===== src/rtl/flash_therm_decoder_if.sv =====
// Stream bundle for flash_therm_decoder: code in, thermometer pattern out.
// The onehot lane exists only when FLASH_THERM_ONEHOT_EN is defined.
interface flash_therm_decoder_if;
    logic        in_valid;
    logic        in_ready;
    logic [3:0]  in_code;
    logic        out_valid;
    logic        out_ready;
    logic [15:0] therm;
    logic [3:0]  out_code;
`ifdef FLASH_THERM_ONEHOT_EN
    logic [15:0] onehot;

    modport master (
        output in_valid, in_code, out_ready,
        input  in_ready, out_valid, therm, out_code, onehot
    );
    modport slave (
        input  in_valid, in_code, out_ready,
        output in_ready, out_valid, therm, out_code, onehot
    );
`else
    modport master (
        output in_valid, in_code, out_ready,
        input  in_ready, out_valid, therm, out_code
    );
    modport slave (
        input  in_valid, in_code, out_ready,
        output in_ready, out_valid, therm, out_code
    );
`endif
endinterface


===== src/rtl/flash_therm_decoder.sv =====
// 4-bit ADC code -> 16-bit thermometer decoder with skid-buffered output and sweep FSM.
// Optional onehot output lane enabled by defining FLASH_THERM_ONEHOT_EN.
module flash_therm_decoder #(
    parameter int unsigned SWEEP_FIRST = 0,
    parameter int unsigned SWEEP_LAST  = 15
) (
    input  logic                   clk,
    input  logic                   rst,
    input  logic                   en,
    input  logic                   sweep_start,
    output logic                   sweep_done,
    flash_therm_decoder_if.slave   bus
);

    if (SWEEP_FIRST > SWEEP_LAST || SWEEP_LAST > 15) begin : g_bad_sweep_range
        $error("flash_therm_decoder: need SWEEP_FIRST <= SWEEP_LAST <= 15");
    end

    typedef enum logic [1:0] {S_IDLE, S_PASS, S_SWEEP, S_DONE} state_t;

    function automatic logic [15:0] therm_of(input logic [3:0] code);
        logic [15:0] t;
        t = '0;
        for (int unsigned k = 1; k < 16; k++) t[k] = (k <= 32'(code));
        return t;
    endfunction

    state_t      state_q, state_d;
    logic        out_valid_q, out_valid_d;
    logic [3:0]  out_code_q, out_code_d;
    logic [15:0] therm_q, therm_d;
    logic        skid_valid_q, skid_valid_d;
    logic [3:0]  skid_code_q, skid_code_d;
    logic        in_ready_q, in_ready_d;
    logic [3:0]  sweep_cnt_q, sweep_cnt_d;
`ifdef FLASH_THERM_ONEHOT_EN
    logic [15:0] onehot_q, onehot_d;
`endif

    logic       in_ready_w, in_fire, out_fire, sweep_push, push, sweep_done_w;
    logic [3:0] push_code;

    assign in_ready_w = in_ready_q && en && !rst;
    assign in_fire    = bus.in_valid && in_ready_w;
    assign out_fire   = out_valid_q && bus.out_ready;
    assign sweep_push = (state_q == S_SWEEP) && !skid_valid_q;
    assign push       = in_fire || sweep_push;
    assign push_code  = (state_q == S_SWEEP) ? sweep_cnt_q : bus.in_code;

    always_comb begin
        state_d      = state_q;
        out_valid_d  = out_valid_q;
        out_code_d   = out_code_q;
        therm_d      = therm_q;
        skid_valid_d = skid_valid_q;
        skid_code_d  = skid_code_q;
        sweep_cnt_d  = sweep_cnt_q;
        sweep_done_w = 1'b0;
`ifdef FLASH_THERM_ONEHOT_EN
        onehot_d     = onehot_q;
`endif

        // Skid drains first; a new beat bypasses it whenever the output slot frees this cycle.
        if (skid_valid_q) begin
            if (out_fire) begin
                out_code_d   = skid_code_q;
                therm_d      = therm_of(skid_code_q);
`ifdef FLASH_THERM_ONEHOT_EN
                onehot_d     = 16'b1 << skid_code_q;
`endif
                skid_valid_d = 1'b0;
            end
        end else if (push) begin
            if (!out_valid_q || out_fire) begin
                out_valid_d = 1'b1;
                out_code_d  = push_code;
                therm_d     = therm_of(push_code);
`ifdef FLASH_THERM_ONEHOT_EN
                onehot_d    = 16'b1 << push_code;
`endif
            end else begin
                skid_valid_d = 1'b1;
                skid_code_d  = push_code;
            end
        end else if (out_fire) begin
            out_valid_d = 1'b0;
        end

        unique case (state_q)
            S_IDLE: begin
                if (in_fire) begin
                    state_d = S_PASS;
                end else if (sweep_start && !out_valid_q && !skid_valid_q) begin
                    state_d     = S_SWEEP;
                    sweep_cnt_d = 4'(SWEEP_FIRST);
                end
            end
            S_PASS: begin
                if (!bus.in_valid && !out_valid_q && !skid_valid_q) state_d = S_IDLE;
            end
            S_SWEEP: begin
                if (sweep_push) begin
                    if (sweep_cnt_q == 4'(SWEEP_LAST)) state_d = S_DONE;
                    else sweep_cnt_d = sweep_cnt_q + 4'd1;
                end
            end
            S_DONE: begin
                // Nothing is pushed here, so the beat leaving with an empty skid is SWEEP_LAST.
                if (out_fire && !skid_valid_q) begin
                    state_d      = S_IDLE;
                    sweep_done_w = 1'b1;
                end
            end
            default: state_d = S_IDLE;
        endcase

        in_ready_d = !skid_valid_d && (state_d == S_IDLE || state_d == S_PASS);

        if (!en) begin
            state_d      = S_IDLE;
            out_valid_d  = 1'b0;
            out_code_d   = '0;
            therm_d      = '0;
            skid_valid_d = 1'b0;
            skid_code_d  = '0;
            sweep_cnt_d  = '0;
            in_ready_d   = 1'b1;
            sweep_done_w = 1'b0;
`ifdef FLASH_THERM_ONEHOT_EN
            onehot_d     = '0;
`endif
        end
    end

    always_ff @(posedge clk) begin
        if (rst) begin
            state_q      <= S_IDLE;
            out_valid_q  <= 1'b0;
            out_code_q   <= '0;
            therm_q      <= '0;
            skid_valid_q <= 1'b0;
            skid_code_q  <= '0;
            in_ready_q   <= 1'b1;
            sweep_cnt_q  <= '0;
`ifdef FLASH_THERM_ONEHOT_EN
            onehot_q     <= '0;
`endif
        end else begin
            state_q      <= state_d;
            out_valid_q  <= out_valid_d;
            out_code_q   <= out_code_d;
            therm_q      <= therm_d;
            skid_valid_q <= skid_valid_d;
            skid_code_q  <= skid_code_d;
            in_ready_q   <= in_ready_d;
            sweep_cnt_q  <= sweep_cnt_d;
`ifdef FLASH_THERM_ONEHOT_EN
            onehot_q     <= onehot_d;
`endif
        end
    end

    assign bus.in_ready  = in_ready_w;
    assign bus.out_valid = out_valid_q;
    assign bus.out_code  = out_code_q;
    assign bus.therm     = therm_q;
`ifdef FLASH_THERM_ONEHOT_EN
    assign bus.onehot    = onehot_q;
`endif
    assign sweep_done    = sweep_done_w && !rst;

endmodule

===== src/flat_wrapper.sv =====
// flat-port wrapper written by rule: the top's interface ports become plain ports
module flash_therm_decoder_flat 
#(
    parameter int unsigned SWEEP_FIRST = 0,
    parameter int unsigned SWEEP_LAST  = 15
)
  (clk, rst, en, sweep_start, sweep_done, bus_in_valid, bus_in_code, bus_out_ready, bus_in_ready, bus_out_valid, bus_therm, bus_out_code);
  flash_therm_decoder_if bus_i ();
  input  logic clk;
  input  logic rst;
  input  logic en;
  input  logic sweep_start;
  output logic sweep_done;
  input wire logic [$bits(bus_i.in_valid)-1:0] bus_in_valid;
  input wire logic [$bits(bus_i.in_code)-1:0] bus_in_code;
  input wire logic [$bits(bus_i.out_ready)-1:0] bus_out_ready;
  output wire logic [$bits(bus_i.in_ready)-1:0] bus_in_ready;
  output wire logic [$bits(bus_i.out_valid)-1:0] bus_out_valid;
  output wire logic [$bits(bus_i.therm)-1:0] bus_therm;
  output wire logic [$bits(bus_i.out_code)-1:0] bus_out_code;
  assign bus_i.in_valid = bus_in_valid;
  assign bus_i.in_code = bus_in_code;
  assign bus_i.out_ready = bus_out_ready;
  assign bus_in_ready = bus_i.in_ready;
  assign bus_out_valid = bus_i.out_valid;
  assign bus_therm = bus_i.therm;
  assign bus_out_code = bus_i.out_code;
  flash_therm_decoder #(.SWEEP_FIRST(SWEEP_FIRST), .SWEEP_LAST(SWEEP_LAST)) u_core (.clk(clk), .rst(rst), .en(en), .sweep_start(sweep_start), .sweep_done(sweep_done), .bus(bus_i));
endmodule

===== config.mk =====
export PLATFORM = sky130hd
export DESIGN_NAME = flash_therm_decoder_flat
export DESIGN_NICKNAME = d
export VERILOG_FILES = /design/src/rtl/flash_therm_decoder_if.sv /design/src/rtl/flash_therm_decoder.sv /design/src/flat_wrapper.sv
export SDC_FILE = /design/constraint.sdc
export NUM_CORES = 1
export LEC_CHECK = 0
export ABC_AREA = 1
export BUFFER_PORTS_ARGS = -buffer_cell sky130_fd_sc_hd__buf_2
export CORE_ASPECT_RATIO = 2
export CORE_UTILIZATION = 30
export CTS_CLUSTER_DIAMETER = 200
export DETAILED_ROUTE_END_ITERATION = 16
export GPL_TIMING_DRIVEN = 0
export PLACE_DENSITY_LB_ADDON = 0.08
export SYNTH_ARGS = -nofsm -noshare
export SYNTH_HDL_FRONTEND = slang
export SYNTH_SLANG_ARGS = --single-unit

===== constraint.sdc =====
create_clock -name clk -period 4.2 [get_ports clk]
set_clock_uncertainty 0.2 [all_clocks]
set_input_delay 0.42 -clock clk [delete_from_list [all_inputs] [get_ports clk]]
set_output_delay 0.42 -clock clk [all_outputs]
set_load 0.01 [all_outputs]

[Yosys cells after proc, flatten, opt, wreduce, memory -nomap -nowiden]
Cells that the tools add are included.
Word-level totals
  logic and storage cells: 115
  bits of input ports: 10
  flip-flop bits (word level): 33
  output and inout bits: 23
Operators by class
  magnitude comparators: 30
  bitwise operators: 3
  add/subtract/negate cells: 1
  equal/unequal tests: 11
  reduce and logical (&&, ||, !) cells: 31
  mux-type cells: 31
Operators with widths (number)
  $le 4x4->1 const A: 16
  $mux 16: 4
  $mux 4: 9
  $le 3x4->1 const A: 8
  $le 2x4->1 const A: 4
  $logic_and 1x1->1: 12
  $mux 2: 6
  $mux 1: 10
  $reduce_and 3->1: 3
  $le 1x4->1 const A: 2
  $ne 2x2->1 const B: 4
  $pmux 2 s4: 1
  $pmux 4 s2: 1
  $reduce_bool 2->1: 4
  $logic_not 1->1: 5
  $reduce_and 5->1: 1
  $add 4x1->4 const B: 1
  $eq 2x1->1 const B: 2
  $eq 2x2->1 const B: 2
  $eq 4x4->1 const B: 1
  $logic_not 2->1: 2
  $ne 2x1->1 const B: 2
  $logic_or 1x1->1: 3
  $not 1->1: 3
  $reduce_or 2->1: 1

[Logic depth before layout (Yosys ltp)]
  word-level depth: 9
  mapped depth: 9

[Least setup slack after synthesis]
OpenSTA, ideal clock, no wires.
  path kind: input port to output port
  start point: in rst
  end point: out sweep_done
  slack: 2392 ps
  data required time: 3580 ps
  stages on the path: 4
  arrival time: 1188 ps
  path buffers: 1
  cell sequence: inv_1 > nand2_1 > clkbuf_1 > nor4_1
On the way
  cells in the longest elaborated chain, start to end: 2
RTL lines
  start: declaration: line flat_wrapper.sv:10  | input logic rst;
  $logic_not 1->1: line flash_therm_decoder.sv:170  | assign sweep_done = sweep_done_w && !rst;
  $logic_and 1x1->1: line flash_therm_decoder.sv:170
  end: declaration: line flat_wrapper.sv:13  | output logic sweep_done;
Every way passes these cells.

[Worst setup path in the final report]
Ends and elaborated chain as after synthesis.

==> metrics <==
status finished, final reports clean; sw frac 0.2742; Peak VDD IR 0.0003058 V; vias in the first global route 1,765; total power 0.7879 mW; Hold Crit Class reg2reg; Post-Syn Instances 281; asr flop ratio synth 0; Layout Area Growth over Synthesis 20.67%; Routed WL per cell 13.09 um; CP Max Fanout 10; PostCTS Resize Cnt 0; Fin. Hold Viols 0; GR Overflow Total 0; CP max stage delay 0.32 ns; Die Y-Extent 110.6 um; violation count after the first detailed-route iteration 42; Leak 1.090 nW; internal power 0.5718 mW; num rows 39; worst-skew pair later-pin latency 0.28 ns; post-synth top area cell dfxtp_1; core area 5709 sq um; syn_area_per_cell 6.292 sq um; clock sinks 32; Post-Syn Area 1768 sq um; cts hold-fix bufs 0; root buf cell clkbuf_16; GRT Util Overall 0.1745; Reg clk slew, reported paths 0.05 ns; initial core utilization 0.3097; chip width 56.28 um; Num CTS Buffers 5; Post-synth EDFFs 0; pwr/cell area 369.3 nW/um^2; Final Critical Period 2.126 ns; CP startpoint kind input pin; MaxCap Viol Count 0; Worst setup endpoint sweep_done; Top Ports 33; CTS tree built; post-synthesis cell type count 28; final period utilization 0.5063; # DRC 0; first-pass GRT wire length 8.211 mm; Reg2Reg Depth 9; CP Class in2out; Synth Register Bits 32; Final Max Slew Viols 0; # H-tree levels 2; crit end category output port; largest cells by area after synthesis dfxtp_1 (36%), nand2_1 (17%), nor2_1 (8.3%); top post-synthesis cells by count nand2_1 (79), nor2_1 (39), inv_1 (37); post-DP HPWL 3.961 mm; fillers 644; total number of vias 1,802; die area 6223 sq um; Diodes inserted 0; Reg power frac 0.407; Worst Path Required 3.58 ns; Synth Flop Type dfxtp_1; Ys Warns 0; unrepaired setup endpoints after global routing no; antenna violations before repair 0; share of cells above drive strength 1 0.1850; IO Port Bufs 31; post-route ant nets 0; First-pass DRT Iterations 4; Mapped Nets 292; drt total wl 4.973 mm; register area share after synthesis 0.3623; Post-CTS Setup Bufs 0; FF-to-FF setup slack 2.51 ns; Synth top area share 0.3623; Slowest-stage cell, CP clkbuf_1; critical path startpoint rst; register area 640.6 sq um; slew at the pin closest to its max-slew limit 0.6259 ns; cell mode on critical path buf_2; final setup violation count 0; crit path DAT 1.51 ns; area of the multi-input gates 910.9 sq um; pin count of the biggest net entering global routing 11; NetSw 0.2160 mW; most common cell in the netlist nand2_1; Critical R2R Capture u_core.bus.therm[9]; max frequency 470.3 MHz; Comb pwr share 0.159; # nets final 330; Fin Setup TNS 0 ns; Routability Congestion 0.9185; critical-path cell list buf_2 -> inv_1 -> nand2_1 -> clkbuf_1 -> nor4_1 -> buf_2; clock power share 0.434; hold path startpoint u_core.bus.out_code[3]; R2R Path Start u_core.state_q[1]; normalized max-slew margin 0.5828; Clock Tree Buf Depth 2; Vias/cell 4.742
worst max-delay path: cells and delay by family:
kind	cells	cell delay (ns)
buf+inv	4	0.66
simple gates	2	0.42
logic make-up (layout without fill, tap and decap cells):
family | count (synthesis) | count (layout) | share of synthesized area
other | 1 | 1 | 0.002121
AND/OR/NAND/NOR | 158 | 158 | 0.3878
buffers and inverters | 49 | 87 | 0.1224
adder cells (fa/ha/maj) | 1 | 1 | 0.007076
AO/OA/AOI/OAI | 40 | 40 | 0.1182
flip-flops | 32 | 32 | 0.3623
sequential cells by signal, indices dropped and copies added, names as in the netlist:
signal / cells
u_core.bus.out_code: 4
u_core.bus.out_valid: 1
u_core.bus.therm: 15
u_core.in_ready_q: 1
u_core.skid_code_q: 4
u_core.skid_valid_q: 1
u_core.state_q: 2
u_core.sweep_cnt_q: 4
cell usage in the layout, fill, tap and decap left out, drive strengths merged:
cell type	instances
nand2	89
nor2	41
inv	41
buf	36
dfxtp	32
nand3	22
a21oi	18
o21ai	18
clkbuf	8
nor3	4
a211oi	2
clkinv	2
nor4	1
nand4	1
o211ai	1
a31oi	1
ha	1
conb	1
metrics by stage:
step	instance area, sq um	util	hold WS [ns]	instances	setup slack, ns
after detailed placement	1999	0.3502	0.2506	373	2.059
after global placement	1999	0.3502	0.2506	373	2.025
after global routing	2133	0.3737	0.2786	380	1.981
after floorplan	1768	-	0.2583	281	2.392
final	2133	0.3737	0.2580	380	2.074
after CTS	2133	0.3737	0.2588	380	2.061
power groups by stage:
stage | registers, mW | logic (mW) | clock network (mW)
global route | 0.322 | 0.143 | 0.362
detailed placement | 0.327 | 0.128 | 0
CTS | 0.321 | 0.128 | 0.355
floorplan | 0.330 | 0.0850 | 0
finish | 0.321 | 0.125 | 0.342
global placement | 0.327 | 0.128 | 0
area by class of cell:
cell class / count / share of cell area
plain buffers: 7 / 0.02522
clock buffers: 6 / 0.06041
clock inverters: 1 / 0.002346
inverters: 42 / 0.07625
multi-input cells: 200 / 0.4270
flip-flops and latches: 32 / 0.3003
well taps: 61 / 0.03578
repair buffers: 31 / 0.07273
layer usage:
| metal | track usage | up-vias | part of all wire |
|---|---|---|---|
| li1 | - | 952 | - |
| met1 | 0.1611 | 820 | 0.36 |
| met2 | 0.3500 | 23 | 0.59 |
| met3 | 0.02810 | 7 | 0.017 |
| met4 | 0.07967 | 0 | 0.026 |
| met5 | 0 | - | 0 |
worst min-delay path by stage:
stage                                        end  slack, ns  cells past startpoint
after floorplan            u_core.sweep_cnt_q[2]       0.26                      2
after global placement    u_core.bus.out_code[3]       0.25                      2
after detailed placement  u_core.bus.out_code[3]       0.25                      2
after CTS                 u_core.bus.out_code[3]       0.26                      2
after global routing      u_core.bus.out_code[1]       0.28                      2
final                     u_core.bus.out_code[3]       0.26                      2
No activity file was read; power rests on OpenSTA's default activity.
